===== src/rtl/acsi_initiator.sv =====
// acsi_initiator: host-side ACSI command sequencer.
//
// Sends a 6..16 byte command descriptor over the ACSI register bus. It waits for
// the target IRQ after each byte, then for the completion IRQ. It then reads the
// status byte and reports a result code.
//
// Ports:
//   i_clk, i_reset      clock; synchronous active-high reset
//   i_clk_en            bus tick enable; all bus timing advances on ticks only
//   i_cmd_wr/waddr/wdata  descriptor buffer write port (ignored while busy)
//   i_cmd_target/len    target ID and command length, latched at start
//   i_cmd_start         start pulse (ignored while busy or during done)
//   o_busy, o_done      command in progress / one-cycle completion pulse
//   o_result            0 ok, 1 check, 2 timeout, 3 rejected
//   o_status            last status byte read from the target
//   o_acsi_*            register bus strobes and write data
//   i_acsi_din          status read data
//   i_acsi_irq          target IRQ, level, active-high
//
// Build option: define ACSI_INITIATOR_ICD_EN to send opcodes >= 0x20 with the ICD
// escape byte. Without it, such commands are rejected with no bus activity.

module acsi_initiator #(
    parameter int unsigned SEL_TICKS    = 2,
    parameter int unsigned GAP_TICKS    = 1,
    parameter int unsigned BYTE_TIMEOUT = 1024,
    parameter int unsigned CMD_TW       = 24
) (
    input  logic       i_clk,
    input  logic       i_reset,
    input  logic       i_clk_en,
    input  logic       i_cmd_wr,
    input  logic [3:0] i_cmd_waddr,
    input  logic [7:0] i_cmd_wdata,
    input  logic [2:0] i_cmd_target,
    input  logic [4:0] i_cmd_len,
    input  logic       i_cmd_start,
    output logic       o_busy,
    output logic       o_done,
    output logic [1:0] o_result,
    output logic [7:0] o_status,
    output logic       o_acsi_sel,
    output logic       o_acsi_rw,
    output logic       o_acsi_a1,
    output logic [7:0] o_acsi_dout,
    input  logic [7:0] i_acsi_din,
    input  logic       i_acsi_irq
);

    localparam int unsigned ToW  = $clog2(BYTE_TIMEOUT + 1);
    localparam int unsigned CntW = (CMD_TW > ToW) ? CMD_TW : ToW;

    localparam logic [CntW-1:0] CntOne   = CntW'(1);
    localparam logic [CntW-1:0] SelLast  = CntW'(SEL_TICKS - 1);
    localparam logic [CntW-1:0] GapLast  = CntW'(GAP_TICKS - 1);
    localparam logic [CntW-1:0] AckLast  = CntW'(BYTE_TIMEOUT - 1);
    localparam logic [CntW-1:0] DoneLim  = CntW'({CMD_TW{1'b1}});
    localparam logic [CntW-1:0] DoneLast = DoneLim - CntOne;

    typedef enum logic [2:0] {
        StIdle, StSel, StGap, StWaitAck, StWaitDone, StRdSel, StRdGap, StFinish
    } state_e;

    state_e          r_state, w_state_nxt;
    logic [CntW-1:0] r_cnt, w_cnt_nxt;
    logic [7:0]      r_buf [16];
    logic            r_first;   // current byte is the first (a1=0) byte
    logic [3:0]      r_ptr;     // buffer index of the current non-first byte
    logic [4:0]      r_rem;     // bytes still to send after the current one
    logic [2:0]      r_target;
    logic            r_icd;
    logic [1:0]      r_fin, w_fin_nxt;
    logic [1:0]      r_result;
    logic [7:0]      r_status;
    logic            r_done;

    logic       w_start, w_len_bad, w_esc, w_reject, w_advance, w_capture;
    logic       w_wr_phase, w_rd_phase;
    logic [7:0] w_op, w_byte;

    // A buffer write in the start cycle must already count for the opcode check.
    assign w_op      = (i_cmd_wr && i_cmd_waddr == 4'd0) ? i_cmd_wdata : r_buf[0];
    assign w_start   = i_cmd_start && (r_state == StIdle) && !r_done;
    assign w_len_bad = (i_cmd_len < 5'd6) || (i_cmd_len > 5'd16);
    assign w_esc     = (w_op >= 8'h20);

`ifdef ACSI_INITIATOR_ICD_EN
    assign w_reject = w_len_bad;
`else
    assign w_reject = w_len_bad || w_esc;
`endif

    always_ff @(posedge i_clk) begin
        if (i_cmd_wr && r_state == StIdle) begin
            r_buf[i_cmd_waddr] <= i_cmd_wdata;
        end
    end

    always_ff @(posedge i_clk) begin
        if (i_reset) begin
            r_state  <= StIdle;
            r_cnt    <= '0;
            r_first  <= 1'b1;
            r_ptr    <= 4'd0;
            r_rem    <= 5'd0;
            r_target <= 3'd0;
            r_icd    <= 1'b0;
            r_fin    <= 2'd0;
            r_result <= 2'd0;
            r_status <= 8'h00;
            r_done   <= 1'b0;
        end else begin
            r_state <= w_state_nxt;
            r_cnt   <= w_cnt_nxt;
            r_fin   <= w_fin_nxt;
            r_done  <= (r_state == StFinish);
            if (r_state == StFinish) begin
                r_result <= r_fin;
            end
            if (w_start) begin
                r_target <= i_cmd_target;
                r_icd    <= w_esc;
                r_first  <= 1'b1;
                // Escape mode sends an extra leading byte, then buf[0..len-1].
                r_ptr    <= w_esc ? 4'd0 : 4'd1;
                r_rem    <= w_esc ? i_cmd_len : i_cmd_len - 5'd1;
            end
            if (w_advance) begin
                r_first <= 1'b0;
                r_rem   <= r_rem - 5'd1;
                if (!r_first) begin
                    r_ptr <= r_ptr + 4'd1;
                end
            end
            if (w_capture) begin
                r_status <= i_acsi_din;
            end
        end
    end

    always_comb begin
        w_state_nxt = r_state;
        w_cnt_nxt   = r_cnt;
        w_fin_nxt   = r_fin;
        w_advance   = 1'b0;
        w_capture   = 1'b0;
        unique case (r_state)
            StIdle: begin
                if (w_start) begin
                    if (w_reject) begin
                        w_fin_nxt   = 2'd3;
                        w_state_nxt = StFinish;
                    end else begin
                        w_state_nxt = StSel;
                    end
                end
            end
            StSel: begin
                if (i_clk_en) begin
                    if (r_cnt == SelLast) w_state_nxt = StGap;
                    else                  w_cnt_nxt   = r_cnt + CntOne;
                end
            end
            StGap: begin
                if (i_clk_en) begin
                    if (r_cnt == GapLast) w_state_nxt = (r_rem == 5'd0) ? StWaitDone : StWaitAck;
                    else                  w_cnt_nxt   = r_cnt + CntOne;
                end
            end
            StWaitAck: begin
                if (i_clk_en) begin
                    if (i_acsi_irq) begin
                        w_advance   = 1'b1;
                        w_state_nxt = StSel;
                    end else if (r_cnt == AckLast) begin
                        w_fin_nxt   = 2'd2;
                        w_state_nxt = StFinish;
                    end else begin
                        w_cnt_nxt = r_cnt + CntOne;
                    end
                end
            end
            StWaitDone: begin
                if (i_clk_en) begin
                    if (i_acsi_irq) begin
                        w_state_nxt = StRdSel;
                    end else if (r_cnt == DoneLast) begin
                        w_fin_nxt   = 2'd2;
                        w_state_nxt = StFinish;
                    end else begin
                        w_cnt_nxt = r_cnt + CntOne;
                    end
                end
            end
            StRdSel: begin
                if (i_clk_en) begin
                    if (r_cnt == SelLast) begin
                        w_capture   = 1'b1;
                        w_state_nxt = StRdGap;
                    end else begin
                        w_cnt_nxt = r_cnt + CntOne;
                    end
                end
            end
            StRdGap: begin
                if (i_clk_en) begin
                    if (r_cnt == GapLast) begin
                        w_fin_nxt   = {1'b0, r_status[1]};
                        w_state_nxt = StFinish;
                    end else begin
                        w_cnt_nxt = r_cnt + CntOne;
                    end
                end
            end
            StFinish: w_state_nxt = StIdle;
            default:  w_state_nxt = StIdle;
        endcase
        // Every state entry starts its tick count from zero.
        if (w_state_nxt != r_state) begin
            w_cnt_nxt = '0;
        end
    end

    assign w_wr_phase = (r_state == StSel) || (r_state == StGap);
    assign w_rd_phase = (r_state == StRdSel) || (r_state == StRdGap);
    assign w_byte     = r_first ? {r_target, (r_icd ? 5'h1f : r_buf[0][4:0])} : r_buf[r_ptr];

    assign o_busy      = (r_state != StIdle);
    assign o_done      = r_done;
    assign o_result    = r_result;
    assign o_status    = r_status;
    assign o_acsi_sel  = (r_state == StSel) || (r_state == StRdSel);
    assign o_acsi_rw   = !w_wr_phase;
    assign o_acsi_a1   = w_rd_phase || (w_wr_phase && !r_first);
    assign o_acsi_dout = w_wr_phase ? w_byte : 8'h00;

endmodule


===== config.mk =====
export PLATFORM = sky130hd
export DESIGN_NAME = acsi_initiator
export DESIGN_NICKNAME = d
export VERILOG_FILES = /design/src/rtl/acsi_initiator.sv
export SDC_FILE = /design/constraint.sdc
export NUM_CORES = 1
export LEC_CHECK = 0
export CORE_MARGIN = 3
export CORE_UTILIZATION = 52
export CTS_BUF_LIST = sky130_fd_sc_hd__clkbuf_4
export DETAILED_ROUTE_END_ITERATION = 10
export PLACE_DENSITY = 0.72
export SYNTH_ARGS = -nofsm -noshare
export SYNTH_HDL_FRONTEND = slang
export SYNTH_SLANG_ARGS = --single-unit
export TNS_END_PERCENT = 30

===== constraint.sdc =====
create_clock -name i_clk -period 3.9 [get_ports i_clk]
set_clock_uncertainty 0.1 [all_clocks]
set_input_delay 0.39 -clock i_clk [delete_from_list [all_inputs] [get_ports i_clk]]
set_output_delay 0.39 -clock i_clk [all_outputs]
set_load 0.005 [all_outputs]

==> results of run 1 <==
-- worst reg2reg max path: stages, from the launching register on --
cell and delay, ps:
dfxtp_1 390, nor4_1 450, nand4_1 560, nor4_4 410
nor2_2 80, o211a_1 220, or4_1 390, buf_4 250
a21oi_1 150
-- layout make-up --
type                       count  area [um2]
clock inverter                15         175
multi-input combinational    380        2970
fill                        1128        5620
timing repair buffer          81         761
inverter                      12        45.0
tap                          184         230
antenna                        1        2.50
sequential                   182        4930
clock buffer                  17         128
-- flip-flops by register name, indices dropped and copies added, names as in the netlist --
register and flops:
r_icd 1, r_ptr 4, r_first 1, r_state 3, o_result 2, o_status 8, r_buf 128, r_cnt 24
r_target 3, r_fin 2, r_rem 5, o_done 1
-- kinds of logic after synthesis --
group	Yosys count	share of synthesized area [%]
multiplexers	57	13.3
adder cells (fa/ha/maj)	8	1.24
AND/OR/NAND/NOR	222	14.5
buffers and inverters	43	2.31
flip-flops	182	60.9
AO/OA/AOI/OAI	70	5.26
XOR/XNOR	23	2.49
-- power breakdown --
| group | internal [W] | switching, W |
|---|---|---|
| Combinational | 0.000481 | 0.000598 |
| Sequential | 0.00215 | 0.0000804 |
| Clock | 0.000356 | 0.000725 |
-- cells in the mapped netlist (5+ instances only) --
master,instances,area [um2]
xor2_1,20,175
buf_2,7,35.0
nor2_2,13,81.3
o22ai_1,7,43.8
inv_1,12,45.0
a31oi_1,7,43.8
nand3_1,24,120
edfxtp_1,128,3840
mux4_2,40,901
nand2b_1,6,37.5
nor3_1,13,65.1
or2_2,5,31.3
nand4_1,16,100
o21ai_0,12,60.1
ha_1,8,100
nand2_1,31,116
clkbuf_1,18,67.6
and2_1,5,31.3
mux2i_1,15,150
dfxtp_1,54,1080
nor2_1,69,259
nor2b_1,5,31.3
and3_1,13,81.3
a21oi_1,26,130
-- worst max-delay path by stage --
| stage | endpoint | cells past startpoint | from |
|---|---|---|---|
| after floorplan | o_acsi_dout[3] | 6 | r_ptr[0] |
| after global placement | r_cnt[12] | 9 | i_cmd_wr |
| after detailed placement | r_cnt[20] | 9 | i_cmd_wr |
| after CTS | o_acsi_dout[4] | 6 | r_ptr[0] |
| after global routing | o_acsi_dout[4] | 6 | r_ptr[0] |
| final | o_acsi_dout[4] | 6 | r_ptr[0] |
-- per-layer routing --
metal	global-route usage, %	wire (um)
met5	0	0
met4	8.65	422
met3	5.57	1440
met2	33.9	8640
met1	30.2	7170
-- through the flow --
stage	total power (W)	cells	utilization, %	setup slack, ps	instance area (um2)
6_report	0.00439	872	62.2	339	9240
5_1_grt	0.00461	872	62.2	167	9240
4_1_cts	0.00442	871	62.2	240	9240
3_5_place_dp	0.00335	839	60.1	481	8940
3_3_place_gp	0.00332	839	60.1	715	8940
2_1_floorplan	0.00297	605	-	1080	8090
==> results.json, run 1 <==
{
  "p_leak_nw": 3.04,
  "dp_hpwl_mm": 12.2,
  "hold_buffers": 0,
  "drt-initial-drc-count": 544,
  "worstSkewPairLatency_ps": 580,
  "totalWireLength_mm": 17.7,
  "maxSlewHeadroom_pct": 36.7,
  "synth_edf_count": 128,
  "maxCapViolCount": 0,
  "cts_tree": "yes",
  "critPathMaxStageDelay_ps": 560,
  "ios": 57,
  "crit_arrival_ps": 3070,
  "drive_gt1_share_pct": 18.0,
  "synth-main-ff-cell": "edfxtp_1",
  "crit_chain": "buf_12 -> mux4_2 -> mux4_2 -> o22ai_1 -> nor2_1 -> clkdlybuf4s50_1",
  "path_buf_inv": 2,
  "r2r_slack_ps": 820,
  "worst_slew_pin_slew_ps": 946,
  "vias_per_cell": 6.09,
  "yosysSeqAreaShare_pct": 60.9,
  "reg2reg_depth": 8,
  "grt_pass1_wl_mm": 27.8,
  "grt_pass1_vias": 5112,
  "first_pass_iters": 6,
  "slew_viol_final": 0,
  "finalSetupViolCount": 0,
  "hold_path_class": "primary input to flop",
  "cts_buffers": 17,
  "clock_path_buffers": 2,
  "path_clk_slew_ps": 160,
  "finalHoldViolations": 0,
  "rsz0062_at_grt": "no",
  "hold_start": "i_acsi_din[4]",
  "nNetsFinal": 716,
  "initial_core_util_pct": 54.4,
  "rr_endpoint": "r_cnt[18]",
  "fin_setup_tns_ps": 0,
  "synth_area_per_cell_um2": 13.4,
  "hold-worst-slack_ps": 315,
  "synthDistinctLibCells": 52,
  "yosysWarningCount": 0,
  "period_needed_ps": 3560,
  "async_flop_share_pct": 0,
  "critPathKind": "flop to output port",
  "cp_slowest_cell": "mux4_2",
  "cp-start-kind": "flop",
  "required_ps": 3410,
  "area_delta_synth_final_pct": 14.3,
  "syn_inst": 605,
  "place_congestion": 0.877,
  "die_area_um2": 17100,
  "cp_top_family": "multiplexers",
  "cp-end-kind": "output port",
  "core_um2": 14900,
  "fmax_ghz": 0.281,
  "synth_area_um2": 8090,
  "clock-sinks": 182,
  "cpMostUsedCell": "mux4_2",
  "wl_per_cell_um": 20.3,
  "postCtsSetupRepairBufs": 0,
  "final_common_cell": "edfxtp_1",
  "mostFrequentLayoutCells": "128 x edfxtp_1, 69 x nor2_1, 56 x clkdlybuf4s50_1",
  "worst-path-max-fanout": 36,
  "postSynthRegisterBits": 182,
  "drc": 0,
  "holdPathStages": 3,
  "syn-num-nets": 647,
  "peakVddDrop_mv": 0.408,
  "die_w_um": 131,
  "row_count": 44,
  "outcome": "complete, no violations",
  "grt_use_total_pct": 22.0,
  "rr_startpoint": "r_cnt[19]",
  "htreeDepth": 4,
  "cts_root_buf": "clkbuf_4",
  "ctsResizeCount": 0,
  "grt.overflow.total": 0,
  "finalCritPeriodShare_pct": 91.3,
  "grt_start_max_net_pins": 37,
  "p_per_area_nw_per_um2": 475,
  "ant_nets": 0,
  "numPortBuffers": 56,
  "num_vias": 5314,
  "grt_antenna_before_repair": 1,
  "min_to": "o_status[4]",
  "dieHeight_um": 131
}
Power figures use the tool's default switching activity.
==> run 2: changes to the inputs <==
--- a/config.mk
+++ b/config.mk
@@ -7,2 +7,3 @@
 export LEC_CHECK = 0
+export CORE_ASPECT_RATIO = 1.2
 export CORE_MARGIN = 3
==> constraint.sdc (replaced) <==
create_clock -name i_clk -period 3.9 [get_ports i_clk]
set_clock_uncertainty 0.1 [all_clocks]
set_input_delay 0.78 -clock i_clk [delete_from_list [all_inputs] [get_ports i_clk]]
set_output_delay 0.78 -clock i_clk [all_outputs]
set_load 0.005 [all_outputs]
==> results.json, run 2 (synthesis results as in run 1) <==
{
  "grt_antenna_before_repair": 0,
  "crit_arrival_ps": 2880,
  "hold_buffers": 0,
  "rsz0062_at_grt": "no",
  "critPathKind": "flop to output port",
  "preCtsSetupSlack_ps": 420,
  "register_area_um2": 4930,
  "cts_root_buf": "clkbuf_4",
  "clock_path_buffers": 2,
  "utilization_pct": 61.4,
  "multi_input_area_um2": 2980,
  "die_area_um2": 17100,
  "area_delta_synth_final_pct": 14.5,
  "period_needed_ps": 3760,
  "internal_power_w": 0.00292,
  "top_register": "r_buf",
  "place_congestion": 0.939,
  "crit_start": "r_ptr[0]",
  "path_clk_slew_ps": 140,
  "ios": 57,
  "p_sw_share_pct": 31.7,
  "maxCapViolCount": 0,
  "clock-sinks": 182,
  "cp-start-kind": "flop",
  "htreeDepth": 4,
  "first_pass_iters": 5,
  "numPortBuffers": 56,
  "worst_slew_pin_slew_ps": 896,
  "vias_per_cell": 5.88,
  "p_leak_nw": 3.05,
  "maxSlewHeadroom_pct": 40.1,
  "p_switching_w": 0.00135,
  "p_per_area_nw_per_um2": 462,
  "finalSetupViolCount": 0,
  "finalHoldViolations": 0,
  "drt-initial-drc-count": 452,
  "final_common_cell": "edfxtp_1",
  "dp_hpwl_mm": 12.6,
  "initial_core_util_pct": 53.6,
  "worst_slack_ps": 142,
  "required_ps": 3020,
  "grt_pass1_wl_mm": 28.3,
  "insertedDiodeCount": 0,
  "finalCritPeriodShare_pct": 96.4,
  "cts_buffers": 17,
  "p_clk_share_pct": 22.1,
  "hold-worst-slack_ps": 378,
  "outcome": "complete, no violations",
  "grt_pass1_vias": 5353,
  "row_count": 49,
  "cp-end-kind": "output port",
  "ant_nets": 0,
  "worstSkewPairLatency_ps": 590,
  "fin_setup_tns_ps": 0,
  "hold_path_class": "flop to flop",
  "cts_tree": "yes",
  "die_w_um": 120,
  "slew_viol_final": 0,
  "p_seq_share_pct": 52.1,
  "combinationalPowerShare_pct": 25.8,
  "fillers": 1207,
  "peakVddDrop_mv": 0.268,
  "grt_start_max_net_pins": 36,
  "drive_gt1_share_pct": 18.2,
  "rr_startpoint": "r_cnt[19]",
  "worst-path-max-fanout": 10,
  "core_um2": 15100,
  "wl_per_cell_um": 20.2,
  "totalWireLength_mm": 17.9,
  "num_vias": 5231,
  "grt.overflow.total": 0,
  "fmax_ghz": 0.266,
  "drc": 0,
  "nNetsFinal": 715,
  "mostFrequentLayoutCells": "128 x edfxtp_1, 69 x nor2_1, 53 x dfxtp_1",
  "hold_start": "r_target[0]",
  "grt_use_total_pct": 21.8,
  "dieHeight_um": 143,
  "largest_register_ffs": 128
}
## run 2: cell types whose count changed in the layout (fill, tap and decap cells not counted), moves of 2 or more
cell / delta
buf_4: -4
inv_8: -3
clkdlybuf4s50_1: -8
clkinv_4: +4
mux2i_2: +2
dlygate4sd2_1: +6
clkinv_8: -2
mux2i_1: -2
buf_12: +2
## run 2: metal layers
layer,vias to the layer above,part of all wire [%],track usage (%)
met5,-,0,0
met3,20,5.0,5.01
met2,159,54,39.3
li1,2433,-,-
met1,2619,40,26.0
met4,0,1.4,7.00
## run 2: cell type report
class	count	area share, %
Timing Repair Buffer	80	8.57
Tap cell	204	2.76
Clock buffer	18	1.46
Clock inverter	14	1.27
Sequential cell	182	53.2
Inverter	12	0.487
Multi-Input combinational cell	380	32.2
## run 2: worst max-delay path, cell delays in order, from the launching register on
cell	delay [ps]
dfxtp_4	400
buf_12	150
buf_12	150
mux4_2	540
mux4_2	490
o22ai_1	170
nor2_1	90
dlygate4sd2_1	310
## run 2: worst paths after layout
| kind | end | slack [ps] | cells past startpoint |
|---|---|---|---|
| setup / recovery | o_acsi_dout[4] | 140 | 7 |
| hold / removal | r_target[0] | 380 | 2 |
| setup reg to reg | r_cnt[1] | 1170 | 9 |
| hold reg to reg | r_target[0] | 380 | 2 |
## run 2: through the flow
| stage | power, W | instance area (um2) | cells |
|---|---|---|---|
| final | 0.00428 | 9260 | 890 |
| after global routing | 0.00448 | 9260 | 890 |
| after CTS | 0.00430 | 9260 | 890 |
| after detailed placement | 0.00333 | 8940 | 855 |
| after global placement | 0.00330 | 8940 | 855 |
| after floorplan | 0.00297 | 8090 | 605 |
## run 2: timing repair
item,in CTS,in global routing
setup buffers,2,0
endpoints found under the hold margin,0,0
resized for setup,13,2
setup endpoints to repair,8,2
cloned,1,0
## run 2: power groups by stage
stage          clock, W  sequential, W  combinational, W
6_report       0.000946        0.00223           0.00110
5_1_grt         0.00105        0.00224           0.00119
4_1_cts        0.000973        0.00223           0.00110
3_5_place_dp          0        0.00227           0.00107
3_3_place_gp          0        0.00226           0.00104
2_1_floorplan         0        0.00222          0.000750
